File: src/rtl/modem_pkg.sv
// rtl/modem_pkg.sv - shared constants, register map and sequencer state encoding
package modem_pkg;

  localparam int          DATA_W        = 8;
  localparam int          MSG_MAX       = 1000;
  localparam logic [7:0]  PREAMBLE_BYTE = 8'h55;
  localparam logic [15:0] SYNC_WORD     = 16'h2DD4;

  // Register block address map
  localparam logic [7:0] REG_CTRL   = 8'h00;
  localparam logic [7:0] REG_STATUS = 8'h04;
  localparam logic [7:0] REG_LEN    = 8'h08;
  localparam logic [7:0] REG_DATA   = 8'h0C;

  typedef enum logic [3:0] {
    ST_IDLE,
    ST_PRE,
    ST_SYNC,
    ST_LEN,
    ST_FETCH,
    ST_WAIT,
    ST_PRESENT,
    ST_DONE,
    ST_ARM
  } seq_state_e;

endpackage

File: src/rtl/tx_frame_sequencer_if.sv
// rtl/tx_frame_sequencer_if.sv - byte stream from the sequencer to the modulator
interface tx_frame_sequencer_if;
  import modem_pkg::*;

  logic [DATA_W-1:0] o_byte;
  logic              o_byte_valid;
  logic              i_byte_ready;

  modport master (output o_byte, output o_byte_valid, input i_byte_ready);
  modport slave  (input o_byte, input o_byte_valid, output i_byte_ready);

endinterface

File: src/rtl/ram_port_arbiter.sv
// rtl/ram_port_arbiter.sv - single RAM port mux: idle host write > host read > sequencer fetch
module ram_port_arbiter #(
  parameter int ADDR_W = 10,
  parameter int DATA_W = 8
) (
  input  logic              clk,
  input  logic              reset,
  input  logic              busy_i,
  input  logic              drop_clr_i,
  input  logic              host_rd_i,
  input  logic              host_wr_i,
  input  logic [ADDR_W-1:0] host_addr_i,
  input  logic [DATA_W-1:0] host_wdata_i,
  output logic [DATA_W-1:0] host_rdata_o,
  input  logic              fetch_req_i,
  input  logic [ADDR_W-1:0] fetch_addr_i,
  output logic              fetch_gnt_o,
  output logic              ram_en_o,
  output logic              ram_we_o,
  output logic [ADDR_W-1:0] ram_addr_o,
  output logic [DATA_W-1:0] ram_wdata_o,
  input  logic [DATA_W-1:0] ram_rdata_i,
  output logic              wr_dropped_o
);

  logic              rd_acc;
  logic              rd_pend_q;
  logic [DATA_W-1:0] rdata_q;
  logic              drop_q;

  // A write during a frame never reaches the port, so it cannot stall the fetch
  always_comb begin
    ram_en_o    = 1'b0;
    ram_we_o    = 1'b0;
    ram_addr_o  = '0;
    ram_wdata_o = '0;
    fetch_gnt_o = 1'b0;
    rd_acc      = 1'b0;
    if (host_wr_i && !busy_i) begin
      ram_en_o    = 1'b1;
      ram_we_o    = 1'b1;
      ram_addr_o  = host_addr_i;
      ram_wdata_o = host_wdata_i;
    end else if (host_rd_i) begin
      ram_en_o   = 1'b1;
      ram_addr_o = host_addr_i;
      rd_acc     = 1'b1;
    end else if (fetch_req_i) begin
      ram_en_o    = 1'b1;
      ram_addr_o  = fetch_addr_i;
      fetch_gnt_o = 1'b1;
    end
  end

  always_ff @(posedge clk) begin
    if (reset) begin
      rd_pend_q <= 1'b0;
      rdata_q   <= '0;
      drop_q    <= 1'b0;
    end else begin
      rd_pend_q <= rd_acc;
      if (rd_pend_q) rdata_q <= ram_rdata_i;
      if (host_wr_i && busy_i) drop_q <= 1'b1;
      else if (drop_clr_i)     drop_q <= 1'b0;
    end
  end

  // RAM data is live in the cycle after the read; the register keeps it afterwards
  assign host_rdata_o = rd_pend_q ? ram_rdata_i : rdata_q;
  assign wr_dropped_o = drop_q;

endmodule

File: src/rtl/tx_frame_sequencer.sv
// rtl/tx_frame_sequencer.sv - frame builder: preamble, sync, length, payload from message RAM
module tx_frame_sequencer #(
  parameter int          ADDR_W        = 10,
  parameter int          DATA_W        = modem_pkg::DATA_W,
  parameter int          MSG_MAX       = modem_pkg::MSG_MAX,
  parameter int          PREAMBLE_LEN  = 4,
  parameter logic [7:0]  PREAMBLE_BYTE = modem_pkg::PREAMBLE_BYTE,
  parameter logic [15:0] SYNC_WORD     = modem_pkg::SYNC_WORD
) (
  input  logic                  clk,
  input  logic                  reset,
  input  logic                  i_start,
  input  logic [ADDR_W-1:0]     i_msg_length,
  input  logic                  i_host_rd,
  input  logic                  i_host_wr,
  input  logic [ADDR_W-1:0]     i_host_addr,
  input  logic [DATA_W-1:0]     i_host_wdata,
  output logic [DATA_W-1:0]     o_host_rdata,
  output logic                  o_ram_en,
  output logic                  o_ram_we,
  output logic [ADDR_W-1:0]     o_ram_addr,
  output logic [DATA_W-1:0]     o_ram_wdata,
  input  logic [DATA_W-1:0]     i_ram_rdata,
  tx_frame_sequencer_if.master  tx,
  output logic                  o_busy,
  output logic                  o_tx_done,
  output logic                  o_wr_dropped
);
  import modem_pkg::*;

  localparam logic [ADDR_W-1:0] MSG_MAX_W = ADDR_W'(MSG_MAX);

  seq_state_e        state_q, state_d;
  logic [ADDR_W-1:0] len_q, len_d;
  logic [ADDR_W-1:0] ptr_q, ptr_d;
  logic [7:0]        cnt_q, cnt_d;
  logic [DATA_W-1:0] byte_q, byte_d;
  logic              valid_q, valid_d;
  logic              start_q;
  logic              start_edge, accept, fetch_req, fetch_gnt, drop_clr;

  assign start_edge = i_start && !start_q;
  assign accept     = valid_q && tx.i_byte_ready;

  always_ff @(posedge clk) begin
    if (reset) begin
      state_q <= ST_IDLE;
      len_q   <= '0;
      ptr_q   <= '0;
      cnt_q   <= '0;
      byte_q  <= '0;
      valid_q <= 1'b0;
      start_q <= 1'b0;
    end else begin
      state_q <= state_d;
      len_q   <= len_d;
      ptr_q   <= ptr_d;
      cnt_q   <= cnt_d;
      byte_q  <= byte_d;
      valid_q <= valid_d;
      start_q <= i_start;
    end
  end

  // Header bytes are loaded on the accepting edge so they stream without gaps
  always_comb begin
    state_d   = state_q;
    len_d     = len_q;
    ptr_d     = ptr_q;
    cnt_d     = cnt_q;
    byte_d    = byte_q;
    valid_d   = valid_q;
    fetch_req = 1'b0;
    drop_clr  = 1'b0;
    case (state_q)
      ST_IDLE: if (start_edge) begin
        len_d    = (i_msg_length > MSG_MAX_W) ? MSG_MAX_W : i_msg_length;
        ptr_d    = '0;
        cnt_d    = '0;
        byte_d   = PREAMBLE_BYTE;
        valid_d  = 1'b1;
        drop_clr = 1'b1;
        state_d  = ST_PRE;
      end
      ST_PRE: if (accept) begin
        if (cnt_q == 8'(PREAMBLE_LEN - 1)) begin
          byte_d  = SYNC_WORD[15:8];
          cnt_d   = '0;
          state_d = ST_SYNC;
        end else begin
          cnt_d = cnt_q + 8'd1;
        end
      end
      ST_SYNC: if (accept) begin
        if (cnt_q == 8'd0) begin
          byte_d = SYNC_WORD[7:0];
          cnt_d  = 8'd1;
        end else begin
          byte_d  = DATA_W'(len_q >> DATA_W);
          cnt_d   = '0;
          state_d = ST_LEN;
        end
      end
      ST_LEN: if (accept) begin
        if (cnt_q == 8'd0) begin
          byte_d = DATA_W'(len_q);
          cnt_d  = 8'd1;
        end else begin
          valid_d = 1'b0;
          state_d = (len_q == '0) ? ST_DONE : ST_FETCH;
        end
      end
      ST_FETCH: begin
        fetch_req = 1'b1;
        if (fetch_gnt) state_d = ST_WAIT;
      end
      ST_WAIT: begin
        byte_d  = i_ram_rdata;
        valid_d = 1'b1;
        ptr_d   = ptr_q + 1'b1;
        state_d = ST_PRESENT;
      end
      ST_PRESENT: if (accept) begin
        valid_d = 1'b0;
        state_d = (ptr_q < len_q) ? ST_FETCH : ST_DONE;
      end
      ST_DONE: state_d = ST_ARM;
      ST_ARM:  if (!i_start) state_d = ST_IDLE;
      default: state_d = ST_IDLE;
    endcase
  end

  assign o_busy          = (state_q != ST_IDLE) && (state_q != ST_ARM);
  assign o_tx_done       = (state_q == ST_DONE);
  assign tx.o_byte       = byte_q;
  assign tx.o_byte_valid = valid_q;

  ram_port_arbiter #(.ADDR_W(ADDR_W), .DATA_W(DATA_W)) u_arb (
    .clk          (clk),
    .reset        (reset),
    .busy_i       (o_busy),
    .drop_clr_i   (drop_clr),
    .host_rd_i    (i_host_rd),
    .host_wr_i    (i_host_wr),
    .host_addr_i  (i_host_addr),
    .host_wdata_i (i_host_wdata),
    .host_rdata_o (o_host_rdata),
    .fetch_req_i  (fetch_req),
    .fetch_addr_i (ptr_q),
    .fetch_gnt_o  (fetch_gnt),
    .ram_en_o     (o_ram_en),
    .ram_we_o     (o_ram_we),
    .ram_addr_o   (o_ram_addr),
    .ram_wdata_o  (o_ram_wdata),
    .ram_rdata_i  (i_ram_rdata),
    .wr_dropped_o (o_wr_dropped)
  );

endmodule
File: src/flat_wrapper.sv
// flat-port wrapper written by rule: the top's interface ports become plain ports
module tx_frame_sequencer_flat import modem_pkg::*;
#(
  parameter int          ADDR_W        = 10,
  parameter int          DATA_W        = modem_pkg::DATA_W,
  parameter int          MSG_MAX       = modem_pkg::MSG_MAX,
  parameter int          PREAMBLE_LEN  = 4,
  parameter logic [7:0]  PREAMBLE_BYTE = modem_pkg::PREAMBLE_BYTE,
  parameter logic [15:0] SYNC_WORD     = modem_pkg::SYNC_WORD
)
  (clk, reset, i_start, i_msg_length, i_host_rd, i_host_wr, i_host_addr, i_host_wdata, o_host_rdata, o_ram_en, o_ram_we, o_ram_addr, o_ram_wdata, i_ram_rdata, o_busy, o_tx_done, o_wr_dropped, tx_o_byte, tx_o_byte_valid, tx_i_byte_ready);
  tx_frame_sequencer_if tx_i ();
  input  logic clk;
  input  logic reset;
  input  logic i_start;
  input  logic [ADDR_W-1:0] i_msg_length;
  input  logic i_host_rd;
  input  logic i_host_wr;
  input  logic [ADDR_W-1:0] i_host_addr;
  input  logic [DATA_W-1:0] i_host_wdata;
  output logic [DATA_W-1:0] o_host_rdata;
  output logic o_ram_en;
  output logic o_ram_we;
  output logic [ADDR_W-1:0] o_ram_addr;
  output logic [DATA_W-1:0] o_ram_wdata;
  input  logic [DATA_W-1:0] i_ram_rdata;
  output logic o_busy;
  output logic o_tx_done;
  output logic o_wr_dropped;
  output wire logic [$bits(tx_i.o_byte)-1:0] tx_o_byte;
  output wire logic [$bits(tx_i.o_byte_valid)-1:0] tx_o_byte_valid;
  input wire logic [$bits(tx_i.i_byte_ready)-1:0] tx_i_byte_ready;
  assign tx_o_byte = tx_i.o_byte;
  assign tx_o_byte_valid = tx_i.o_byte_valid;
  assign tx_i.i_byte_ready = tx_i_byte_ready;
  tx_frame_sequencer #(.ADDR_W(ADDR_W), .DATA_W(DATA_W), .MSG_MAX(MSG_MAX), .PREAMBLE_LEN(PREAMBLE_LEN), .PREAMBLE_BYTE(PREAMBLE_BYTE), .SYNC_WORD(SYNC_WORD)) u_core (.clk(clk), .reset(reset), .i_start(i_start), .i_msg_length(i_msg_length), .i_host_rd(i_host_rd), .i_host_wr(i_host_wr), .i_host_addr(i_host_addr), .i_host_wdata(i_host_wdata), .o_host_rdata(o_host_rdata), .o_ram_en(o_ram_en), .o_ram_we(o_ram_we), .o_ram_addr(o_ram_addr), .o_ram_wdata(o_ram_wdata), .i_ram_rdata(i_ram_rdata), .tx(tx_i), .o_busy(o_busy), .o_tx_done(o_tx_done), .o_wr_dropped(o_wr_dropped));
endmodule
File: config.mk
export PLATFORM = sky130hd
export DESIGN_NAME = tx_frame_sequencer_flat
export DESIGN_NICKNAME = d
export VERILOG_FILES = /design/src/rtl/modem_pkg.sv /design/src/rtl/tx_frame_sequencer_if.sv /design/src/rtl/ram_port_arbiter.sv /design/src/rtl/tx_frame_sequencer.sv /design/src/flat_wrapper.sv
export SDC_FILE = /design/constraint.sdc
export NUM_CORES = 1
export LEC_CHECK = 0
export CAP_MARGIN = 25
export CORE_MARGIN = 2
export CORE_UTILIZATION = 40
export CTS_BUF_LIST = sky130_fd_sc_hd__clkbuf_16
export CTS_CLUSTER_DIAMETER = 40
export DETAILED_ROUTE_END_ITERATION = 8
export PLACE_DENSITY = 0.68
export SYNTH_ARGS = -nofsm -noshare
export SYNTH_HDL_FRONTEND = slang
export SYNTH_SLANG_ARGS = --single-unit
export TNS_END_PERCENT = 5
File: constraint.sdc
create_clock -name clk -period 2.66 [get_ports clk]
set_clock_uncertainty 0.1 [all_clocks]
set_input_delay 0.399 -clock clk [delete_from_list [all_inputs] [get_ports clk]]
set_output_delay 0.399 -clock clk [all_outputs]
set_load 0.03 [all_outputs]
* After elaboration in Yosys (flattened, before gate mapping)
Index checks and enable logic that the tools add are counted.
** Operators by class
- Order comparisons :: 2
- $mul :: 0
- Shift operators :: 0
- Equal/unequal tests :: 21
- Divide/modulo/power cells :: 0
- Bitwise logic cells :: 0
- Muxes and demuxes :: 54
- Add/sub/neg operators :: 2
- Reductions and logical operators :: 23
** Operator list (count)
- $mux W8 :: 15
- $mux W10 :: 5
- $mux W4 :: 10
- $pmux W8 S5 :: 1
- $pmux W4 S9 :: 1
- $pmux W8 S4 :: 1
- $pmux W10 S2 :: 1
- $mux W1 :: 17
- $eq A4 B3 Y1 const B :: 4
- $ne A2 B1 Y1 const B :: 8
- $reduce_bool A4 Y1 :: 3
- $add A10 B1 Y10 const B :: 1
- $gt A10 B10 Y1 const B :: 1
- $logic_not A10 Y1 :: 1
- $lt A10 B10 Y1 :: 1
- $reduce_and A10 Y1 :: 1
- $add A8 B1 Y8 const B :: 1
- $eq A4 B2 Y1 const B :: 2
- $eq A8 B2 Y1 const B :: 1
- $logic_not A8 Y1 :: 1
- $reduce_and A7 Y1 :: 1
- $ne A2 B2 Y1 const B :: 3
- $reduce_and A6 Y1 :: 1
- $logic_and A1 B1 Y1 :: 5
- other kinds (12) :: 16
** Word-level totals
- Memory bits (read-only) :: 0
- Word-level logic and storage cells :: 112
- RAM bits :: 0
- Output and inout bits :: 40
- Memories :: 0
- Bits in latches :: 0
- Input bits :: 42
- Register bits after elaboration :: 52

* Logic depth before layout (Yosys ltp)
- Word-level depth :: 7
- Mapped depth :: 7
- Depth with buffers taken out :: 7

* By module
Synthesis repeated with hierarchy kept, for this count alone.
** Unflattened totals
- Cells, all modules :: 382
- Area total of the unflattened synthesis :: 3067.9 µm²
** Modules (own cells, without submodules)
- tx_frame_sequencer :: times used 1, area each 2416.1 µm², cells each 303, sequential area each 840.8 µm²
- ram_port_arbiter :: times used 1, area each 651.9 µm², cells each 79, sequential area each 200.2 µm²

* Worst setup path after synthesis
OpenSTA, ideal clock, no wires.
- Kind :: register to output
- Start point :: register u_core.state_q[0]
- End point :: output port o_ram_addr[0]
- Data arrival time :: 2.232 ns
- Stages on the path, launching flop included :: 7
- Buffers on the path :: 2
- Slack :: -0.071 ns
- Required time :: 2.161 ns
- Cells stage by stage :: dfxtp_1 > clkbuf_1 > nor3_1 > and2_1 > or2_2 > clkbuf_1 > o21ai_0
** Between the ends
- Word-level cells in the longest chain between the ends :: 5
- Elaborated cells on any way between the ends :: 10
- Classes of those cells :: 2 x eq/ne; 4 x mux; 4 x reduce/logical
** RTL lines
- start, declared :: RTL line tx_frame_sequencer.sv:33 : seq_state_e state_q, state_d;
- start signal, assigned :: RTL line tx_frame_sequencer.sv:55 : state_q <= state_d;
- $eq A4 B3 Y1, or another cell as far along :: RTL line tx_frame_sequencer.sv:75 : case (state_q)
- $mux W1 / $logic_and A1 B1 Y1 (equally long branches) :: RTL line tx_frame_sequencer.sv:75, tx_frame_sequencer.sv:133
- $mux W10 / $logic_not A1 Y1 (equally long branches) :: RTL line ram_port_arbiter.sv:48, ram_port_arbiter.sv:39
- $mux W10 / $logic_and A1 B1 Y1 (equally long branches) :: RTL line ram_port_arbiter.sv:44, ram_port_arbiter.sv:39
- $mux W10 (*) :: RTL line ram_port_arbiter.sv:39 : if (host_wr_i && !busy_i) begin
- end, declared :: RTL line flat_wrapper.sv:24 : output logic [ADDR_W-1:0] o_ram_addr;
Mark *: on every way between the ends. The rest lies on a longest branch, timed or not.

* Worst setup path after layout
- Start point :: register u_core.state_q[3]
- End point :: output port o_tx_done
** Between the ends
- Word-level cells in the longest chain between the ends :: 1
** RTL lines
- $eq A4 B3 Y1 :: RTL line tx_frame_sequencer.sv:134 : assign o_tx_done = (state_q == ST_DONE);
- end, declared :: RTL line flat_wrapper.sv:28 : output logic o_tx_done;
Every way passes these cells.

==> summary.txt <==
Yosys
  • Async SR Flop Fraction: 0%
  • Syn Area/Cell: 7.78 sq um
  • EDFF count, synth: 0
  • Synth warnings: 0
  • Cells after synthesis: 387
  • Flops & latches, synth: 52
  • Synthesized cell area: 3010 sq um
  • Register area share after synthesis: 34.6%
  • Main synth FF type: dfxtp_1
  • Cell variety after synth: 57
  • Syn_nets: 441

CTS
  • Clk_lat worst skew: 0.30 ns
  • H-tree Lvls: 2
  • Register clock-pin slew on the reported worst setup and hold paths: 0.06 ns
  • Max clock buf depth: 2
  • Number of setup buffers added after CTS: 0
  • # resized after CTS: 0
  • CTS tree: yes
  • Cts hold-fix bufs: 0
  • Clock tree root driver cell: clkbuf_16
  • Clock sinks: 52
  • Total CTS buffers: 5

Worst hold path
  • Hold Crit Start: u_core.tx.o_byte[3]
  • Min-Delay Path Depth: 2
  • Hold Crit Class: register to register
  • WHS Endpoint: u_core.tx.o_byte[3]

Layout
  • Antenna Cells: 0
  • Layout cells sized above 1: 11.1%
  • Core Util, Final: 56.7%
  • Commonest non-fill, non-tap cell in the layout: clkdlybuf4s50_1
  • # nets final: 522
  • Post-route cell area: 4110 sq um
  • Fill count: 672
  • Leading cell types in the layout, fill and taps excluded: clkdlybuf4s50_1 (70), dfxtp_1 (49), nand2_1 (46)
  • Area Growth Syn to Fin: 36.5%
  • Cell Count, Final, Fillers Out: 568

Floorplanning
  • Initial Util: 41.5%
  • DIE HEIGHT: 90.8 um
  • Row cnt: 31
  • Die width: 90.8 um
  • Core Area: 7250 sq um
  • Io pins: 82
  • Die Footprint: 8240 sq um

Timing
  • Slew Viols, Final: 0
  • Hold WS: 0.369 ns
  • Final Hold Vio Count: 0
  • RSZ-0062 raised after global routing: no
  • Fmax achieved: 393 MHz
  • Headroom to the max-slew limit: 58.4%
  • Period utilization: 95.6%
  • Final setup viols: 0
  • Post-layout minimum cycle time: 2.54 ns
  • Worst Tran Pin Value: 0.620 ns

Critical path
  • Cells along the critical path: nand2b_1 -> nor3_1 -> clkdlybuf4s50_1
  • Critical Setup Path Class: register to output port
  • Worst r2r path cells: 6
  • Worst path max stage delay: 0.73 ns
  • Reg2reg start: u_core.state_q[3]
  • Worst setup EP type: output port
  • Critical path arrival: 2.04 ns
  • Max FO, Critical Path: 17
  • Crit path max-delay cell type: clkdlybuf4s50_1
  • Critical Path RT: 2.16 ns
  • CP Launch Type: register
  • Flop2flop setup slack: 0.41 ns
  • Reg2reg end: u_core.cnt_q[0]

Route
  • Drc violations: 0
  • WL final: 8620 um
  • Via Count: 3128
  • Final ANT Viol Nets: 0
  • DR pass1 iterations: 5
  • DR vias/cell: 5.51
  • DR iter-0 viols: 201
  • Routed WL per cell: 15.2 um

GRT
  • Initial antenna violation count: 0
  • First-pass GRT wire length: 14000 um
  • Number of global-route vias before repair: 2887
  • GRT Util Overall: 20.7%
  • Total gr overflow: 0
  • Largest net degree at the start of global routing: 25

Place
  • Placed Area: 3940 sq um
  • GP Congestion: 0.897
  • HPWL after DPL: 6590 um
  • IO Port Bufs: 81
  • Placed cells: 560

Pwr
  • Leakage: 1.57 nW
  • PnR Total Power: 0.00336 W
  • Worst VDD drop: 0.467 mV
  • Pwr/cell area: 818 nW/um^2

Run
  • Max-cap violations: 0

Status
  • Status: finished clean
[state kept, by name, indices dropped and copies added, names as in the netlist]
signal / cells
u_core.u_arb.rd_pend_q: 1
u_core.u_arb.rdata_q: 8
u_core.start_q: 1
u_core.state_q: 4
u_core.len_q: 10
u_core.cnt_q: 8
u_core.tx.o_byte: 8
u_core.tx.o_byte_valid: 1
u_core.u_arb.wr_dropped_o: 1
u_core.ptr_q: 10
[synth_stat cells, types with 2 or more instances]
| library cell | count | area [sq um] |
|---|---|---|
| a211oi_1 | 8 | 60.1 |
| a21oi_1 | 32 | 160 |
| a221oi_1 | 2 | 17.5 |
| a22oi_1 | 7 | 52.6 |
| a311oi_1 | 2 | 17.5 |
| a31oi_1 | 4 | 25.0 |
| and2_1 | 12 | 75.1 |
| and3_1 | 13 | 81.3 |
| and3b_1 | 3 | 26.3 |
| buf_2 | 4 | 20.0 |
| clkbuf_1 | 18 | 67.6 |
| dfxtp_1 | 52 | 1040 |
| ha_1 | 12 | 150 |
| inv_1 | 17 | 63.8 |
| mux2_2 | 9 | 101 |
| nand2_1 | 46 | 173 |
| nand2b_1 | 6 | 37.5 |
| nand3_1 | 13 | 65.1 |
| nand3b_1 | 4 | 30.0 |
| nand4_1 | 3 | 18.8 |
| nand4bb_1 | 2 | 22.5 |
| nor2_1 | 33 | 124 |
| nor2b_1 | 6 | 37.5 |
| nor3_1 | 10 | 50.1 |
| nor4_1 | 2 | 12.5 |
| o21a_1 | 2 | 15.0 |
| o21ai_0 | 23 | 115 |
| o22ai_1 | 4 | 25.0 |
| o32ai_1 | 2 | 17.5 |
| or2_2 | 3 | 18.8 |
| or3_1 | 6 | 37.5 |
| or4_1 | 2 | 15.0 |
[metrics by stage]
step,setup slack (ns),TNS (ns)
global placement,0.230,0
detailed placement,0.188,0
global route,0.0151,0
finish,0.118,0
CTS,0.0415,0
floorplan,-0.0710,-0.710
[kinds of logic after synthesis]
| group | after synthesis | synth area share (%) |
|---|---|---|
| and+or+nand+nor | 170 | 29.6 |
| AOI/OAI and AO/OA | 103 | 21.9 |
| DFF | 52 | 34.6 |
| buffers and inverters | 39 | 5.03 |
| adders and majority gates | 12 | 4.99 |
| muxes | 9 | 3.37 |
| xor gates and xnor gates | 2 | 0.582 |
[routing by layer]
layer / track usage (%) / wire length [um]
met4: 6.03 / 149
met2: 33.3 / 3970
met3: 5.09 / 631
met1: 27.5 / 3870
met5: 0 / 0
[critical path, delay by kind of cell, from the launching register on]
| kind | cells | cell delay [ns] |
|---|---|---|
| buffers and inverters | 1 | 0.73 |
| flip-flops | 1 | 0.47 |
| AND/OR/NAND/NOR | 2 | 0.54 |
[where the power goes]
part	switching [W]	internal (W)	leakage, nW
combinational	0.000963	0.000676	1.07
clock	0.000288	0.000438	0.0789
sequential	0.000102	0.000892	0.425
[area by class of cell]
class	instances	area, sq um	share of cell area (%)
timing repair buffer	96	896	21.8
clock buffer	5	125	3.05
multi-input combinational	296	1820	44.2
tap	99	124	3.01
clock inverter	3	37.5	0.914
sequential	52	1040	25.4
inverter	17	63.8	1.55
[worst max-delay path by stage]
stage	start	end	slack, ns	cells after the start
2_1_floorplan	u_core.state_q[0]	o_ram_addr[0]	-0.07	6
3_3_place_gp	i_host_wr	o_ram_addr[9]	0.23	5
3_5_place_dp	i_host_wr	o_ram_addr[8]	0.19	5
4_1_cts	u_core.state_q[2]	o_ram_addr[8]	0.04	6
5_1_grt	u_core.state_q[3]	o_tx_done	0.02	3
6_report	u_core.state_q[3]	o_tx_done	0.12	3
(Power assumes the default switching activity.)
